### src/rtl/id_pkg.sv
// Shared decode constants, control bundle and condition evaluation for the ID stage.
package id_pkg;

    // Instruction class held in instruction[27:26]
    localparam logic [1:0] MODE_ALU = 2'b00;
    localparam logic [1:0] MODE_MEM = 2'b01;
    localparam logic [1:0] MODE_BR  = 2'b10;

    // ARM data-processing opcodes that the decoder recognises
    localparam logic [3:0] OP_AND = 4'b0000;
    localparam logic [3:0] OP_EOR = 4'b0001;
    localparam logic [3:0] OP_SUB = 4'b0010;
    localparam logic [3:0] OP_ADD = 4'b0100;
    localparam logic [3:0] OP_ADC = 4'b0101;
    localparam logic [3:0] OP_SBC = 4'b0110;
    localparam logic [3:0] OP_TST = 4'b1000;
    localparam logic [3:0] OP_CMP = 4'b1010;
    localparam logic [3:0] OP_ORR = 4'b1100;
    localparam logic [3:0] OP_MOV = 4'b1101;
    localparam logic [3:0] OP_MVN = 4'b1111;

    // ALU commands understood by EXE
    localparam logic [3:0] CMD_NOP = 4'b0000;
    localparam logic [3:0] CMD_MOV = 4'b0001;
    localparam logic [3:0] CMD_ADD = 4'b0010;
    localparam logic [3:0] CMD_ADC = 4'b0011;
    localparam logic [3:0] CMD_SUB = 4'b0100;
    localparam logic [3:0] CMD_SBC = 4'b0101;
    localparam logic [3:0] CMD_AND = 4'b0110;
    localparam logic [3:0] CMD_ORR = 4'b0111;
    localparam logic [3:0] CMD_EOR = 4'b1000;
    localparam logic [3:0] CMD_MVN = 4'b1001;

    typedef enum logic [3:0] {
        COND_EQ, COND_NE, COND_CS, COND_CC, COND_MI, COND_PL, COND_VS, COND_VC,
        COND_HI, COND_LS, COND_GE, COND_LT, COND_GT, COND_LE, COND_AL, COND_NV
    } cond_e;

    typedef struct packed {
        logic [3:0] exe_cmd;
        logic       wb_en;
        logic       mem_read;
        logic       mem_write;
        logic       b;
        logic       s;
        logic       imm;
    } ctrl_t;

    // Data-processing opcode to ALU command; unlisted opcodes become NOP
    function automatic logic [3:0] op_to_cmd(input logic [3:0] opcode);
        logic [3:0] cmd;
        case (opcode)
            OP_MOV:         cmd = CMD_MOV;
            OP_MVN:         cmd = CMD_MVN;
            OP_ADD:         cmd = CMD_ADD;
            OP_ADC:         cmd = CMD_ADC;
            OP_SUB, OP_CMP: cmd = CMD_SUB;
            OP_SBC:         cmd = CMD_SBC;
            OP_AND, OP_TST: cmd = CMD_AND;
            OP_ORR:         cmd = CMD_ORR;
            OP_EOR:         cmd = CMD_EOR;
            default:        cmd = CMD_NOP;
        endcase
        return cmd;
    endfunction

    // Evaluate a condition field against NZCV; the reserved code NV never passes
    function automatic logic cond_check(input logic [3:0] cond, input logic [3:0] nzcv);
        logic n, z, c, v, ok;
        {n, z, c, v} = nzcv;
        case (cond_e'(cond))
            COND_EQ: ok = z;
            COND_NE: ok = !z;
            COND_CS: ok = c;
            COND_CC: ok = !c;
            COND_MI: ok = n;
            COND_PL: ok = !n;
            COND_VS: ok = v;
            COND_VC: ok = !v;
            COND_HI: ok = c && !z;
            COND_LS: ok = !c || z;
            COND_GE: ok = (n == v);
            COND_LT: ok = (n != v);
            COND_GT: ok = !z && (n == v);
            COND_LE: ok = z || (n != v);
            COND_AL: ok = 1'b1;
            default: ok = 1'b0;
        endcase
        return ok;
    endfunction

endpackage

### src/rtl/id_regfile.sv
// Register file with two combinational read ports and write-through from WB.
module id_regfile #(
    parameter int DATA_W   = 32,
    parameter int NUM_REGS = 16,
    parameter int ADDR_W   = $clog2(NUM_REGS)
) (
    input  logic              clk,
    input  logic              rst,
    input  logic              wb_en,
    input  logic [ADDR_W-1:0] wb_dest,
    input  logic [DATA_W-1:0] wb_value,
    input  logic [ADDR_W-1:0] rd_addr1,
    input  logic [ADDR_W-1:0] rd_addr2,
    output logic [DATA_W-1:0] rd_data1,
    output logic [DATA_W-1:0] rd_data2
);

    logic [DATA_W-1:0] regs [NUM_REGS];

    // Architectural state: cleared on reset, written by WB at the clock edge
    always_ff @(posedge clk or negedge rst) begin
        if (!rst) begin
            // NOTE: every entry is reset because software may read a register before writing it;
            // this forces flops rather than a RAM macro, which is fine at this size.
            for (int i = 0; i < NUM_REGS; i++) begin
                // NOTE: sequential state uses <= so all flops sample pre-edge values together.
                regs[i] <= '0;
            end
        end else if (wb_en) begin
            regs[wb_dest] <= wb_value;
        end
    end

    // A write landing this cycle is visible to the decode reading it now
    assign rd_data1 = (wb_en && wb_dest == rd_addr1) ? wb_value : regs[rd_addr1];
    assign rd_data2 = (wb_en && wb_dest == rd_addr2) ? wb_value : regs[rd_addr2];

endmodule

### src/rtl/id_stage_pipe.sv
// Decode stage: field decode, condition check, RAW hazard detection and ID/EXE register.
module id_stage_pipe
    import id_pkg::*;
#(
    parameter int DATA_W   = 32,
    parameter int NUM_REGS = 16,
    parameter int ADDR_W   = $clog2(NUM_REGS),
    parameter int FWD_EN   = 0,
    parameter int IMM_W    = 24
) (
    input  logic              clk,
    input  logic              rst,
    input  logic              instr_valid,
    input  logic [31:0]       instruction,
    input  logic [DATA_W-1:0] pc,
    input  logic [3:0]        status,
    input  logic              wb_en,
    input  logic [ADDR_W-1:0] wb_dest,
    input  logic [DATA_W-1:0] wb_value,
    input  logic              exe_wb_en,
    input  logic              exe_mem_read,
    input  logic [ADDR_W-1:0] exe_dest,
    input  logic              mem_wb_en,
    input  logic [ADDR_W-1:0] mem_dest,
    input  logic              branch_taken,
    output logic              freeze,
    output logic              flush,
    output logic              id_valid,
    output logic [DATA_W-1:0] id_pc,
    output logic [DATA_W-1:0] id_val_rn,
    output logic [DATA_W-1:0] id_val_rm,
    output logic [ADDR_W-1:0] id_src1,
    output logic [ADDR_W-1:0] id_src2,
    output logic [ADDR_W-1:0] id_dest,
    output logic              id_wb_en,
    output logic              id_mem_read,
    output logic              id_mem_write,
    output logic              id_b,
    output logic              id_s,
    output logic              id_imm,
    output logic [3:0]        id_exe_cmd,
    output logic [11:0]       id_shift_operand,
    output logic [IMM_W-1:0]  id_signed_imm
);

    typedef struct packed {
        logic              valid;
        logic [DATA_W-1:0] pc;
        logic [DATA_W-1:0] val_rn;
        logic [DATA_W-1:0] val_rm;
        logic [ADDR_W-1:0] src1;
        logic [ADDR_W-1:0] src2;
        logic [ADDR_W-1:0] dest;
        ctrl_t             ctrl;
        logic [11:0]       shift_operand;
        logic [IMM_W-1:0]  signed_imm;
    } id_exe_t;

    logic [1:0]        mode;
    logic              imm_bit;
    logic [3:0]        opcode;
    logic              s_bit;
    logic [ADDR_W-1:0] rn, rd, rm, src1, src2;
    logic [DATA_W-1:0] val_rn, val_rm;
    logic              cond_ok, uses_src1, uses_src2;
    logic              exe_hit, mem_hit, hazard_stall, hazard_fwd, hazard;
    ctrl_t             dec, ctrl;
    id_exe_t           id_d, id_q;

    assign mode    = instruction[27:26];
    assign imm_bit = instruction[25];
    assign opcode  = instruction[24:21];
    assign s_bit   = instruction[20];
    assign rn      = instruction[16 +: ADDR_W];
    assign rd      = instruction[12 +: ADDR_W];
    assign rm      = instruction[0 +: ADDR_W];
    assign cond_ok = cond_check(instruction[31:28], status);

    // Raw control decode by instruction class
    always_comb begin
        // NOTE: the default assignment first means every path drives dec, so no latch is inferred.
        dec = '0;
        case (mode)
            MODE_ALU: begin
                dec.exe_cmd = op_to_cmd(opcode);
                dec.wb_en   = (opcode != OP_CMP) && (opcode != OP_TST);
                dec.s       = s_bit;
                dec.imm     = imm_bit;
            end
            MODE_MEM: begin
                dec.exe_cmd   = CMD_ADD;
                dec.mem_read  = s_bit;
                dec.wb_en     = s_bit;
                dec.mem_write = !s_bit;
                dec.imm       = imm_bit;
            end
            MODE_BR:  dec.b = 1'b1;
            default:  ;
        endcase
    end

    // A failed condition kills side effects but the instruction still flows
    always_comb begin
        ctrl = dec;
        if (!cond_ok) begin
            ctrl.wb_en     = 1'b0;
            ctrl.mem_read  = 1'b0;
            ctrl.mem_write = 1'b0;
            ctrl.b         = 1'b0;
            ctrl.s         = 1'b0;
        end
    end

    // Stores read the data register through the second port
    assign src1      = rn;
    assign src2      = dec.mem_write ? rd : rm;
    assign uses_src2 = dec.mem_write || (mode == MODE_ALU && !imm_bit);
    assign uses_src1 = !((mode == MODE_ALU && (opcode == OP_MOV || opcode == OP_MVN)) || dec.b);

    assign exe_hit      = (uses_src1 && src1 == exe_dest) || (uses_src2 && src2 == exe_dest);
    assign mem_hit      = (uses_src1 && src1 == mem_dest) || (uses_src2 && src2 == mem_dest);
    assign hazard_stall = (exe_wb_en && exe_hit) || (mem_wb_en && mem_hit);
    assign hazard_fwd   = exe_mem_read && exe_hit;
    assign hazard       = instr_valid && cond_ok && ((FWD_EN != 0) ? hazard_fwd : hazard_stall);

    // A flush discards the instruction anyway, so stalling it would only waste a cycle
    assign freeze = hazard && !branch_taken;
    assign flush  = branch_taken;

    id_regfile #(
        .DATA_W   (DATA_W),
        .NUM_REGS (NUM_REGS),
        .ADDR_W   (ADDR_W)
    ) u_regfile (
        .clk      (clk),
        .rst      (rst),
        .wb_en    (wb_en),
        .wb_dest  (wb_dest),
        .wb_value (wb_value),
        .rd_addr1 (src1),
        .rd_addr2 (src2),
        .rd_data1 (val_rn),
        .rd_data2 (val_rm)
    );

    // Gather the decoded instruction for the ID/EXE register
    always_comb begin
        id_d               = '0;
        id_d.valid         = instr_valid;
        id_d.pc            = pc;
        id_d.val_rn        = val_rn;
        id_d.val_rm        = val_rm;
        id_d.src1          = src1;
        id_d.src2          = src2;
        id_d.dest          = rd;
        id_d.ctrl          = ctrl;
        id_d.shift_operand = instruction[11:0];
        id_d.signed_imm    = instruction[IMM_W-1:0];
    end

    // ID/EXE register: flush and stall both insert an all-zero bubble
    always_ff @(posedge clk or negedge rst) begin
        if (!rst) begin
            id_q <= '0;
        end else if (branch_taken || freeze) begin
            id_q <= '0;
        end else begin
            id_q <= id_d;
        end
    end

    assign id_valid         = id_q.valid;
    assign id_pc            = id_q.pc;
    assign id_val_rn        = id_q.val_rn;
    assign id_val_rm        = id_q.val_rm;
    assign id_src1          = id_q.src1;
    assign id_src2          = id_q.src2;
    assign id_dest          = id_q.dest;
    assign id_wb_en         = id_q.ctrl.wb_en;
    assign id_mem_read      = id_q.ctrl.mem_read;
    assign id_mem_write     = id_q.ctrl.mem_write;
    assign id_b             = id_q.ctrl.b;
    assign id_s             = id_q.ctrl.s;
    assign id_imm           = id_q.ctrl.imm;
    assign id_exe_cmd       = id_q.ctrl.exe_cmd;
    assign id_shift_operand = id_q.shift_operand;
    assign id_signed_imm    = id_q.signed_imm;

endmodule
### config.mk
export PLATFORM = sky130hd
export DESIGN_NAME = id_stage_pipe
export DESIGN_NICKNAME = d
export VERILOG_FILES = /design/src/rtl/id_pkg.sv /design/src/rtl/id_regfile.sv /design/src/rtl/id_stage_pipe.sv
export SDC_FILE = /design/constraint.sdc
export NUM_CORES = 1
export LEC_CHECK = 0
export CAP_MARGIN = 10
export CORE_ASPECT_RATIO = 0.9
export CORE_MARGIN = 5
export CORE_UTILIZATION = 35
export CTS_BUF_LIST = sky130_fd_sc_hd__clkbuf_4
export CTS_CLUSTER_DIAMETER = 50
export DETAILED_ROUTE_END_ITERATION = 12
export PLACE_DENSITY = 0.55
export SLEW_MARGIN = 10
export SYNTH_ARGS = -nofsm -noshare
export SYNTH_HDL_FRONTEND = slang
export SYNTH_SLANG_ARGS = --single-unit
export TNS_END_PERCENT = 30
### constraint.sdc
create_clock -name clk -period 6.1 [get_ports clk]
set_input_delay 1.83 -clock clk [delete_from_list [all_inputs] [get_ports clk]]
set_output_delay 1.83 -clock clk [all_outputs]
set_load 0.02 [all_outputs]
-- Word level (Yosys, flattened, before mapping)
Memories as Yosys holds them, arrays and structs flattened.
Index checks and enable logic that the tools add are counted.
- reductions and logical operators: 37
- bitwise gates (word level): 3
- equal/unequal tests: 28
- order comparisons: 4
- mux-type cells: 20
- operator list (operator ; number):
    $bwmux W512 ; 1
    $bmux W32 S4 ; 2
    $mux W32 ; 7
    $mux W155 ; 1
    $demux W32 S4 ; 1
    $eq A4 B4 Y1 const B ; 9
    $eq A4 B4 Y1 ; 6
    $logic_and A1 B1 Y1 ; 17
    $eq A4 B3 Y1 const B ; 4
    $ge A5 B5 Y1 const B ; 3
    $not A4 Y5 ; 3
    $pmux W1 S15 ; 1
    $pmux W5 S2 ; 1
    $logic_or A1 B1 Y1 ; 9
    $eq A4 B2 Y1 const B ; 2
    $logic_not A1 Y1 ; 8
    $ne A4 B4 Y1 const B ; 2
    $lt A5 B1 Y1 const B ; 1
    $mux W5 ; 1
    $eq A4 B1 Y1 const B ; 1
    $logic_not A4 Y1 ; 1
    $mux W4 ; 1
    $mux W1 ; 3
    $eq A2 B1 Y1 const B ; 1
    6 further kinds ; 6
- memories: 1
- word-level logic and storage cells: 125
- bits in read-only memories: 64
- output and inout bits: 157
- register bits after elaboration: 667
- memory list (name ; depth ; bits a word ; rd ports ; clocked after Yosys merged registers in ; wr ports ; RTL line ; source):
    (no name shown) ; 16 ; 4 ; 1 ; 0 ; 0 ; id_pkg.sv:52 ; case (opcode)

-- Longest topological paths before layout
- depth in word-level cells: 13
- gate-level depth with buffers: 11
- gate-level depth less buffers: 8

-- Cells and area by module
From an unflattened synthesis, not the netlist that was laid out.
- cells, all modules: 2193
- area, all modules: 32847.8 µm²
- by module, submodules not included (module ; seq. area each (µm²) ; area an instance (µm²) ; times used ; cells an instance):
    id_regfile ; 12812.3 ; 27307.4 ; 1 ; 1753
    id_stage_pipe ; 3378.2 ; 5540.3 ; 1 ; 440

-- Worst setup path before layout
No wires, ideal clock.
- kind: input to output
- start point: in instruction[27]
- end point: out freeze
- data required time: 4270 ps
- data arrival time: 3613 ps
- stages: 8
- buffers on the path: 2
- slack: 657 ps
- cell sequence: or3b_1 buf_2 buf_2 nor3_1 o21bai_1 a211oi_1 o31ai_2 nor3_1
- cells in the longest elaborated chain, start to end: 10
- elaborated cells between the ends (all ways): 24
- classes of those cells: eq/ne (4); mux (3); reduce/logical (17)
- RTL lines (item ; RTL line ; source):
    from (decl) ; id_stage_pipe.sv:14 ; input logic [31:0] instruction,
    $eq A2 B1 Y1 (tied with other cells) ; id_stage_pipe.sv:83 ; case (mode)
    $mux W2 (tied with other cells) ; id_stage_pipe.sv:83 ;
    $mux W4 or $logic_or A1 B1 Y1 (tied branches) ; id_stage_pipe.sv:116, id_stage_pipe.sv:118 ;
    $eq A4 B4 Y1 (tied with other cells) ; id_stage_pipe.sv:120 ; assign exe_hit = (uses_src1 && src1 == exe_dest) || (uses_src2 && src2 == exe_dest);
    $logic_and A1 B1 Y1 (on tied branches) ; id_stage_pipe.sv:120, id_stage_pipe.sv:121 ;
    $logic_or A1 B1 Y1 (on tied branches) ; id_stage_pipe.sv:120, id_stage_pipe.sv:121 ;
    $logic_and A1 B1 Y1 ; id_stage_pipe.sv:122 ; assign hazard_stall = (exe_wb_en && exe_hit) || (mem_wb_en && mem_hit);
    $logic_or A1 B1 Y1 * ; id_stage_pipe.sv:122 ;
    $logic_and A1 B1 Y1 * ; id_stage_pipe.sv:124 ; assign hazard = instr_valid && cond_ok && ((FWD_EN != 0) ? hazard_fwd : hazard_stall);
    $logic_and A1 B1 Y1 * ; id_stage_pipe.sv:127 ; assign freeze = hazard && !branch_taken;
    to (decl) ; id_stage_pipe.sv:26 ; output logic freeze,
Mark *: on every way between the ends. The rest lies on a longest branch, timed or not.

-- Final worst setup path
- start point: in instruction[26]
- end point: out freeze
Same word-level chain as after synthesis.

==> results.txt <==
Status: finished clean
I/O pin cnt: 277
First-pass GRT wire length: 164000 um
YS warnings: 0
H-tree depth: 4
Pins over their slew limit: 0
Worst Path Arrival: 4000 ps
Fill count: 8626
Crit path largest cell delay: 480 ps
CP required: 4270 ps
PwrDens: 324 nW/um2
Worst R2R Path Depth: 6
Initial antenna violation count: 7
Count leader, synth: dfrtp_1
Final Non-Filler Cells: 4249
Total wire length: 110000 um
FF+latch count, synth: 647
Sink Count: 647
Vias: 23748
Site row count: 106
FMAX: 0.172 GHz
Seq pwr share: 45.2%
Final Hold Fails: 0
CTS tree: yes
Clock power share: 31.8%
Vias per cell: 5.59
Crit. End Element: output pin
Die height: 300 um
Area occupied by multi-input gates: 15400 um2
Clock Tree Buf Depth: 3
Worst-path maximum fanout: 8
HP Class: reg -> reg
Net Sw Frac: 30.1%
Final setup margin: 270 ps
RSZ-0062 raised after global routing: false
Core Region: 92800 um2
CTS root buf: clkbuf_4
Drt pass-1 iters: 5
Fin area: 39500 um2
Total grt overflow: 0
Final Skew: 61.0 ps
Comb pwr share: 23.0%
Nets: 2989
Total negative slack: 0 ps
Most used flip-flop cell after synthesis: dfrtp_1
DP Area: 37200 um2
Layout cell share with drive strength beyond 1: 35.1%
Total GRT Usage: 21.6%
Largest net degree at the start of global routing: 133
Area grow syn2layout: 20.9%
Synthesized area: 32700 um2
Mapped Nets: 2668
Wire per inst: 25.8 um
Clk slew on worst S/H paths: 60 ps
Static Leak: 17.3 nW
I/O Buffers: 275
Final setup violation count: 0
Most frequent cells after synthesis: dfrtp_1, mux2_2, mux2i_1, clkbuf_1, nor2_1
CTS buffer count: 179
Register area: 16200 um2
Setup CP Type: in -> out
Largest area contributor in the netlist: dfrtp_1
Max cap viols: 0
RD Place Congestion: 0.855
Setup bufs post-CTS: 0
Pre-CTS WS: -184 ps
Hold Crit Depth: 1
Worst path slowest cell: clkdlybuf4s50_1
Switch Pwr: 3.86 mW
Worst rel slew slack: 31.4%
Detail Route Antenna Nets: 0
Die ar.: 99700 um2
Worst-Margin Slew: 1030 ps
Library cells used by synthesis: 45
Cell count after synthesis: 2544
Cell Chain, Critical Path: clkdlybuf4s50_1, or3b_1, buf_4, mux2i_1, o22ai_1, a2111oi_2, o31ai_2, nor3_1, clkbuf_2
Starting Density: 35.2%
Vias in the first global route: 25385
EDFF count, synth: 0
DRC: 0
Placed cells: 3926
Final Cycle Share: 95.6%
Peak supply drop: 132 uV
Post-Syn Area per Cell: 12.9 um2
Area contributors post-synth: dfrtp_1, mux2_2, mux2i_1
P_int: 8.97 mW
Hold_ws: 527 ps
Clock latency on the worst-skew pair: 1060 ps
Sequential share of the synthesized area: 49.5%
Async set or reset register ratio after synthesis: 100%
Min Tclk post-route: 5830 ps
1st-iter DRT viols: 1810
Startpoint Class: input port
Die Width: 332 um
Yosys top cell area share: 49.5%
HPWL after DPL: 65100 um
==> registers in the layout, indices dropped and copies added (netlist names) <==
register / count
u_regfile.regs: 512
id_pc: 32
id_val_rm: 32
id_val_rn: 32
id_signed_imm: 24
id_exe_cmd: 4
id_src2: 4
id_b: 1
id_imm: 1
id_mem_read: 1
id_mem_write: 1
id_s: 1
id_valid: 1
id_wb_en: 1
==> metal layers <==
layer | share of wire, % | up-vias | global-route usage, %
met4 | 3.7 | 0 | 8.94
met3 | 7.5 | 274 | 4.84
li1 | - | 10125 | -
met1 | 42 | 12280 | 28.5
met5 | 0 | - | 0
met2 | 47 | 1069 | 34.8
==> cell type report <==
| cell class | count | area share, % |
|---|---|---|
| Sequential cell | 647 | 41.0 |
| Antenna cell | 10 | 0.0633 |
| Timing Repair Buffer | 382 | 9.53 |
| Clock buffer | 260 | 4.94 |
| Clock inverter | 53 | 0.959 |
| Inverter | 61 | 0.582 |
| Multi-Input combinational cell | 1594 | 39.0 |
| Tap cell | 1242 | 3.93 |
==> power groups by stage <==
stage | clock, mW | sequential [mW] | combinational, mW
after global routing | 4.45 | 5.90 | 3.19
final | 4.08 | 5.80 | 2.95
after CTS | 4.22 | 5.77 | 2.97
after floorplan | 0 | 5.75 | 1.97
after global placement | 0 | 5.78 | 2.89
after detailed placement | 0 | 5.85 | 2.96
==> logic make-up after synthesis <==
family | synth area share [%]
flip-flops | 49.5
multiplexers | 35.4
adder cells (fa/ha/maj) | 0.153
XOR/XNOR | 0.643
AND/OR/NAND/NOR | 5.76
buffers and inverters | 3.96
AO/OA/AOI/OAI | 4.55
==> critical path, delay by kind of cell <==
| family | cells | cell delay [ps] |
|---|---|---|
| buf+inv | 3 | 880 |
| compound gates | 3 | 590 |
| simple gates | 2 | 480 |
| mux | 1 | 210 |
==> worst paths after layout <==
kind	slack, ps	start	end
min	530	u_regfile.regs[120]	u_regfile.regs[120]
min in group asynchronous	830	rst	id_signed_imm[6]
max reg2reg	4330	u_regfile.regs[266]	id_val_rn[10]
min reg2reg	530	u_regfile.regs[120]	u_regfile.regs[120]
max in group asynchronous	3850	rst	u_regfile.regs[268]
max	270	instruction[26]	freeze
==> metrics by stage <==
step | utilization [%] | power (mW)
5_1_grt | 42.6 | 13.5
3_3_place_gp | 40.0 | 8.67
3_5_place_dp | 40.0 | 8.81
4_1_cts | 42.6 | 13.0
2_1_floorplan | - | 7.72
6_report | 42.6 | 12.8
==> layout by cell type, fill, tap and decap left out, drive strengths merged, types with 2 or more instances in the layout <==
cell type / netlist / routed
nand2: 74 / 74
xnor2: 7 / 7
a31oi: 7 / 7
buf: 100 / 112
nand4: 3 / 3
diode: 0 / 10
clkinv: 2 / 40
dfrtp: 647 / 647
nand3b: 4 / 4
bufinv: 0 / 5
nor2: 139 / 139
o21bai: 2 / 2
mux2i: 293 / 293
nor3: 79 / 79
o21ai: 7 / 7
a21oi: 38 / 38
nand3: 5 / 5
a21boi: 2 / 2
mux2: 512 / 512
nor4: 41 / 41
a221oi: 2 / 2
o211ai: 7 / 7
clkinvlp: 0 / 6
ha: 4 / 4
and3: 34 / 34
o22ai: 130 / 130
inv: 59 / 63
a211oi: 34 / 34
nand2b: 6 / 6
xor2: 17 / 17
clkdlybuf4s50: 0 / 269
nor2b: 6 / 6
clkbuf: 142 / 261
nor3b: 4 / 4
mux4: 128 / 128
==> repair_timing <==
action | CTS | global route
gates resized for setup | 1 | 3
hold endpoints to repair | 0 | 0
hold buffers | 0 | 0
setup endpoints to repair | 1 | 1
No activity file was read; power rests on OpenSTA's default activity.
